[src/rtl/mmss_countdown.sv]
// MM:SS BCD countdown timer with run-control FSM and a tick-counted alarm window.
// Digits decrement once per tick enable in RUN; reaching 00:00 pulses expired and enters ALARM.
module mmss_countdown #(
   parameter int ALARM_TICKS = 3
) (
   input  logic       clk,
   input  logic       rst,
   input  logic       tick,
   input  logic       clear,
   input  logic       load,
   input  logic       start,
   input  logic       pause,
   input  logic [3:0] set_m10,
   input  logic [3:0] set_m1,
   input  logic [3:0] set_s10,
   input  logic [3:0] set_s1,
   output logic [3:0] m10,
   output logic [3:0] m1,
   output logic [3:0] s10,
   output logic [3:0] s1,
   output logic       running,
   output logic       expired,
   output logic       alarm
);

   localparam logic [1:0] IDLE  = 2'd0;
   localparam logic [1:0] RUN   = 2'd1;
   localparam logic [1:0] PAUSE = 2'd2;
   localparam logic [1:0] ALARM = 2'd3;

   localparam logic [3:0] LAST_TICK = 4'(ALARM_TICKS - 1);

   logic [1:0]  state_q, state_d;
   logic [15:0] cnt_q, cnt_d;
   logic [3:0]  alarm_cnt_q, alarm_cnt_d;
   logic        expired_q, expired_d;
   logic        running_q, alarm_q;

   function automatic logic [3:0] sat_ones(input logic [3:0] v);
      return (v > 4'd9) ? 4'd9 : v;
   endfunction

   function automatic logic [3:0] sat_tens(input logic [3:0] v);
      return (v > 4'd5) ? 4'd5 : v;
   endfunction

   // Borrow ripples s1 -> s10 -> m1 -> m10; never called at 00:00.
   function automatic logic [15:0] dec_mmss(input logic [15:0] c);
      logic [3:0] dm10, dm1, ds10, ds1;
      {dm10, dm1, ds10, ds1} = c;
      if (ds1 != 4'd0) begin
         ds1 = ds1 - 4'd1;
      end else begin
         ds1 = 4'd9;
         if (ds10 != 4'd0) begin
            ds10 = ds10 - 4'd1;
         end else begin
            ds10 = 4'd5;
            if (dm1 != 4'd0) begin
               dm1 = dm1 - 4'd1;
            end else begin
               dm1  = 4'd9;
               dm10 = dm10 - 4'd1;
            end
         end
      end
      return {dm10, dm1, ds10, ds1};
   endfunction

   always_comb begin
      state_d     = state_q;
      cnt_d       = cnt_q;
      alarm_cnt_d = alarm_cnt_q;
      expired_d   = 1'b0;
      if (clear) begin
         state_d     = IDLE;
         cnt_d       = 16'h0000;
         alarm_cnt_d = 4'd0;
      end else if (load && (state_q != RUN)) begin
         cnt_d = {sat_tens(set_m10), sat_ones(set_m1), sat_tens(set_s10), sat_ones(set_s1)};
         if (state_q == ALARM) begin
            state_d     = IDLE;
            alarm_cnt_d = 4'd0;
         end
      end else begin
         case (state_q)
            IDLE: begin
               if (start && (cnt_q != 16'h0000)) state_d = RUN;
            end
            RUN: begin
               if (pause) begin
                  state_d = PAUSE;
               end else if (tick) begin
                  cnt_d = dec_mmss(cnt_q);
                  if (cnt_q == 16'h0001) begin
                     state_d     = ALARM;
                     expired_d   = 1'b1;
                     alarm_cnt_d = 4'd0;
                  end
               end
            end
            PAUSE: begin
               if (start && !pause) state_d = RUN;
            end
            default: begin
               if (tick) begin
                  if (alarm_cnt_q == LAST_TICK) begin
                     state_d     = IDLE;
                     alarm_cnt_d = 4'd0;
                  end else begin
                     alarm_cnt_d = alarm_cnt_q + 4'd1;
                  end
               end
            end
         endcase
      end
   end

   always_ff @(posedge clk) begin
      if (rst) begin
         state_q     <= IDLE;
         cnt_q       <= 16'h0000;
         alarm_cnt_q <= 4'd0;
         expired_q   <= 1'b0;
         running_q   <= 1'b0;
         alarm_q     <= 1'b0;
      end else begin
         state_q     <= state_d;
         cnt_q       <= cnt_d;
         alarm_cnt_q <= alarm_cnt_d;
         expired_q   <= expired_d;
         running_q   <= (state_d == RUN);
         alarm_q     <= (state_d == ALARM);
      end
   end

   assign {m10, m1, s10, s1} = cnt_q;
   assign running = running_q;
   assign expired = expired_q;
   assign alarm   = alarm_q;

endmodule

[config.mk]
export PLATFORM = sky130hd
export DESIGN_NAME = mmss_countdown
export DESIGN_NICKNAME = d
export VERILOG_FILES = /design/src/rtl/mmss_countdown.sv
export SDC_FILE = /design/constraint.sdc
export NUM_CORES = 1
export LEC_CHECK = 0
export CAP_MARGIN = 30
export CORE_MARGIN = 4
export CORE_UTILIZATION = 41
export DETAILED_ROUTE_END_ITERATION = 10
export GPL_TIMING_DRIVEN = 0
export PLACE_DENSITY = 0.7
export SKIP_CTS_REPAIR_TIMING = 1
export SLEW_MARGIN = 20
export SYNTH_ARGS = -nofsm -noshare
export SYNTH_HDL_FRONTEND = slang
export SYNTH_SLANG_ARGS = --single-unit
[constraint.sdc]
create_clock -name clk -period 1.8 [get_ports clk]
set_input_delay 0.27 -clock clk [delete_from_list [all_inputs] [get_ports clk]]
set_output_delay 0.27 -clock clk [all_outputs]
set_load 0.005 [all_outputs]
# == Word level (Yosys, flattened, before mapping) ==
# Cells that the tools add are included.
# word_totals
latchBits,0
mem_count,0
elab_cells,92
reg_bits,25
out_inout_bits,19
ram_bits,0
romBits,0
# op_classes
addsub,5
reduce_logical,19
mul,0
bitwise,2
n_lt_le_gt_ge,4
div,0
shifts,0
mux,37
n_eq_ne,16
# op_table
operator,count
2-to-1 mux 4 bit,20
2-to-1 mux 16 bit,4
2-to-1 mux 2 bit,10
"== test 16 x 1 -> 1 bit, second input constant",1
nonzero test 16 bit,1
"subtractor 4 x 1 -> 4 bit, second input constant",4
nonzero test 4 bit,3
AND reduction 5 bit,2
"greater-than comparator 4 x 3 -> 1 bit, second input constant",2
"greater-than comparator 4 bit, second input constant",2
"inequality test 2 x 1 -> 1 bit, second input constant",4
case mux 4 bit (2 select lines),1
"== test 2 bit, second input constant",3
"inequality test 2 bit, second input constant",3
"inequality test 3 bit, second input constant",2
case mux 2 bit (3 select lines),1
AND reduction 6 bit,1
OR reduction 6 bit,1
"adder 4 x 1 -> 4 bit, second input constant",1
"== test 2 x 1 -> 1 bit, second input constant",2
"== test 4 x 2 -> 1 bit, second input constant",1
AND reduction 4 bit,1
nonzero test 2 bit,2
OR reduction 2 bit,2
other kinds (6),9

# == Logic depth before layout (Yosys ltp) ==
# depth
depth_word,8
depth_mapped,6

# == Worst setup path before layout ==
# OpenSTA, ideal clock, no wires.
# synth_timing
kind,flip-flop to flip-flop
start,register cnt_q[7]
end,register cnt_q[14]
arrival_time_ps,1554
stages_incl_launch_ff,5
synth_period_minus_slack_ps,1645
setup_slack_ps,155
required_time_ps,1709
cell_sequence,dfxtp_1 nor4_4 nand3_4 or4_1 a311oi_1
# synth_via
elab_chain_cells,3
# synth_rtl
item,line_no,source
start: declaration,34,"logic [15:0] cnt_q, cnt_d;"
start signal: assignment,129,cnt_q <= cnt_d;
nonzero test 4 bit,55,if (ds10 != 4'd0) begin
inequality test 2 bit (no line),--,
AND reduction 6 bit (no line),--,
# Every way passes these cells.
# A chain may end at the register's enable or synchronous reset.

# == Final worst setup path ==
# layout_timing
start,input port tick
end,register cnt_q[5]
# layout_via
elab_chain_cells,2
# layout_rtl
item,line_no,source
start: declaration,8,"input logic tick,"
nonzero test 2 bit (no line),--,
AND reduction 4 bit (no line),--,
# Every way passes these cells.

==> metrics.md <==
| Metric | Value |
|---|---|
| Status | finished clean |
| Final Hold Viols | 0 |
| Worst Slack Setup Final | 0.0279 ns |
| Met1 wire length | 1880 um |
| Clock transition at path regs | 0.15 ns |
| Synth-to-Final Area Change | 42.7% |
| CP endpoint kind | flop |
| Post-route DRC | 0 |
| Post-Synth Adder-Cell Area | 0.0338 |
| Most used DFF post-synth | dfxtp_1 |
| Storage cell area | 507 um2 |
| Largest net degree at the start of global routing | 14 |
| Gr usage total | 0.200 |
| Routed wire length | 4450 um |
| CTS tree | yes |
| EDFF count, synth | 0 |
| Post-Synthesis Cells | 171 |
| Worst-Margin Slew | 0.589 ns |
| Critical path data required time | 2.05 ns |
| Antenna violations before repair | 0 |
| CTS Sinks | 25 |
| Largest family of logic cells by synthesized area | simple AND/OR/NAND/NOR gates |
| DR vias | 1614 |
| # H-tree levels | 1 |
| #FFs+latches synth | 25 |
| Yosys Warn Count | 0 |
| Synthesized area | 1480 um2 |
| Mux contribution to synthesized area | 0.00677 |
| Synth cell types | 56 |
| Worst R2R Setup Slack | 0.06 ns |
| Pwr dens | 534 nW/um2 |
| Clock Path Buffers | 2 |
| Area contributors post-synth | dfxtp_1, nor2_1, ha_1, nor4_4, a21oi_1 |
| Routed wl met2 | 2250 um |
| Tmin final | 1.77 ns |
| Die Y | 68.1 um |
| Die Span X | 68.1 um |
| Clock root buffer | clkbuf_4 |
| Slew Limit Headroom | 0.607 |
| Met3 WL | 222 um |
| P_leak | 0.757 nW |
| Tcrit/Tclk final | 0.984 |
| Hold-critical path depth | 1 |
| Clock Skew | 0.00548 ns |
| Highest Signal Layer | met4 |
| PortBufs | 41 |
| Complex-gate fraction of the synthesized area | 0.275 |
| Initial Util | 0.433 |
| 1st-iter DRT viols | 84 |
| Synth top area share | 0.338 |
| Synth top cells by count | dfxtp_1, nor2_1, nand2_1, a21oi_1, o21ai_0 |
| Detail Route Antenna Nets | 0 |
| Drt first pass iters | 5 |
| FF-to-FF path depth | 4 |
| Area occupied by multi-input gates | 991 um2 |
| Routed len/inst | 16.4 um |
| Dpl hpwl | 3200 um |
| Layout cell share with drive strength beyond 1 | 0.164 |
| Pre-CTS setup slack | -0.519 ns |
| Crit Path Max Fanout | 6 |
| Vias per cell | 5.96 |
| Min-delay worst type | flop to flop |
| CP Launch Type | primary input |
| Post-synth ARST share | 0 |
| CP Class | primary input to flop |
| GRT overflow | 0 |
| Core Rows | 21 |
| CP arrival | 2.02 ns |
| Core area | 3420 um2 |
| Nets@finish | 253 |
| Final Slew Violations | 0 |
| Syn Area/Cell | 8.65 um2 |
| Total CTS buffers | 3 |
| Endpoints failing setup | 0 |
| Hold Slack | 0.501 ns |
| Global-route wire length before repair | 7020 um |
| Vias in the first global route | 1563 |
| XOR/XNOR Fraction of Synth Area | 0.0178 |
| Max Cap Violations | 0 |
| IO Count | 42 |
| PnR Total Power | 1.13 mW |
| Fmax | 564 MHz |
| Count leader, synth | dfxtp_1 |
| Worst-case vdd ir drop | 0.000413 V |
| Synth area leader | dfxtp_1 |
| Fillers | 333 |
| Placer Congestion | 0.841 |
| Fin util | 0.618 |
| Mapped Nets | 198 |
| Clock Latency Late Sink | 0.34 ns |
| Sequential fraction of the synthesis area | 0.338 |
| DIE AREA | 4630 um2 |
| N_diodes | 0 |
| Post-Synth Simple-Gate Area | 0.297 |
==> final cells by class <==
type | instances | area share
tap | 46 | 0.0273
timing repair buffer | 50 | 0.228
clock buffer | 4 | 0.0124
inverter | 6 | 0.0107
multi-input combinational | 134 | 0.469
buffer | 6 | 0.0124
sequential | 25 | 0.240
==> critical path, cell delays in order <==
cell,delay (ns)
clkdlybuf4s50_1,0.59
and4bb_4,0.31
buf_4,0.12
nand3_1,0.11
or2_1,0.27
a311o_1,0.34
==> sequential cells by signal, summed over array words and instances (netlist names) <==
name,flops
state_q,2
cnt_q,16
expired,1
running,1
alarm_cnt_q,4
alarm,1
==> layer usage <==
layer | up-vias | global-route usage
li1 | 778 | -
met1 | 770 | 0.235
met2 | 55 | 0.347
met3 | 11 | 0.0525
met4 | 0 | 0.0720
met5 | - | 0
==> stage by stage <==
step                      std cells  instance area [um2]  setup TNS [ns]
after floorplan                 171                 1480               0
after global placement          258                 1950           -5.65
after detailed placement        258                 1950           -5.88
after CTS                       262                 1970           -1.18
after global routing            271                 2110          -0.113
final                           271                 2110               0
==> layout by cell type (no fill, tap or decap), types with 3 or more instances in the layout <==
master / count
nand3_1: 6
o211ai_1: 4
a31oi_1: 3
nand2_1: 7
a311oi_1: 3
a21oi_1: 7
o31ai_1: 3
nor2_1: 14
buf_4: 9
clkbuf_1: 4
dfxtp_1: 22
inv_1: 6
nand4_1: 5
ha_1: 4
nor3_1: 5
o21ai_0: 8
clkbuf_4: 3
clkdlybuf4s50_1: 40
nor4_1: 3
o21a_1: 4
==> cell families after synthesis <==
logic type	after synthesis
muxes	1
buffers and inverters	12
adders and majority gates	4
and+or+nand+nor	70
DFF	25
AOI/OAI and AO/OA	56
xor gates and xnor gates	3
==> worst paths after layout <==
| path | from | endpoint |
|---|---|---|
| max | tick | cnt_q[5] |
| max reg2reg | cnt_q[0] | alarm |
| min reg2reg | cnt_q[7] | cnt_q[7] |
| min | cnt_q[7] | cnt_q[7] |
==> power by group <==
group / switching, mW / total (mW) / internal, mW / leakage (nW)
registers: 0.0236 / 0.591 / 0.568 / 0.205
logic: 0.125 / 0.263 / 0.138 / 0.538
clock network: 0.185 / 0.272 / 0.0872 / 0.0150
No activity file was read; power rests on OpenSTA's default activity.
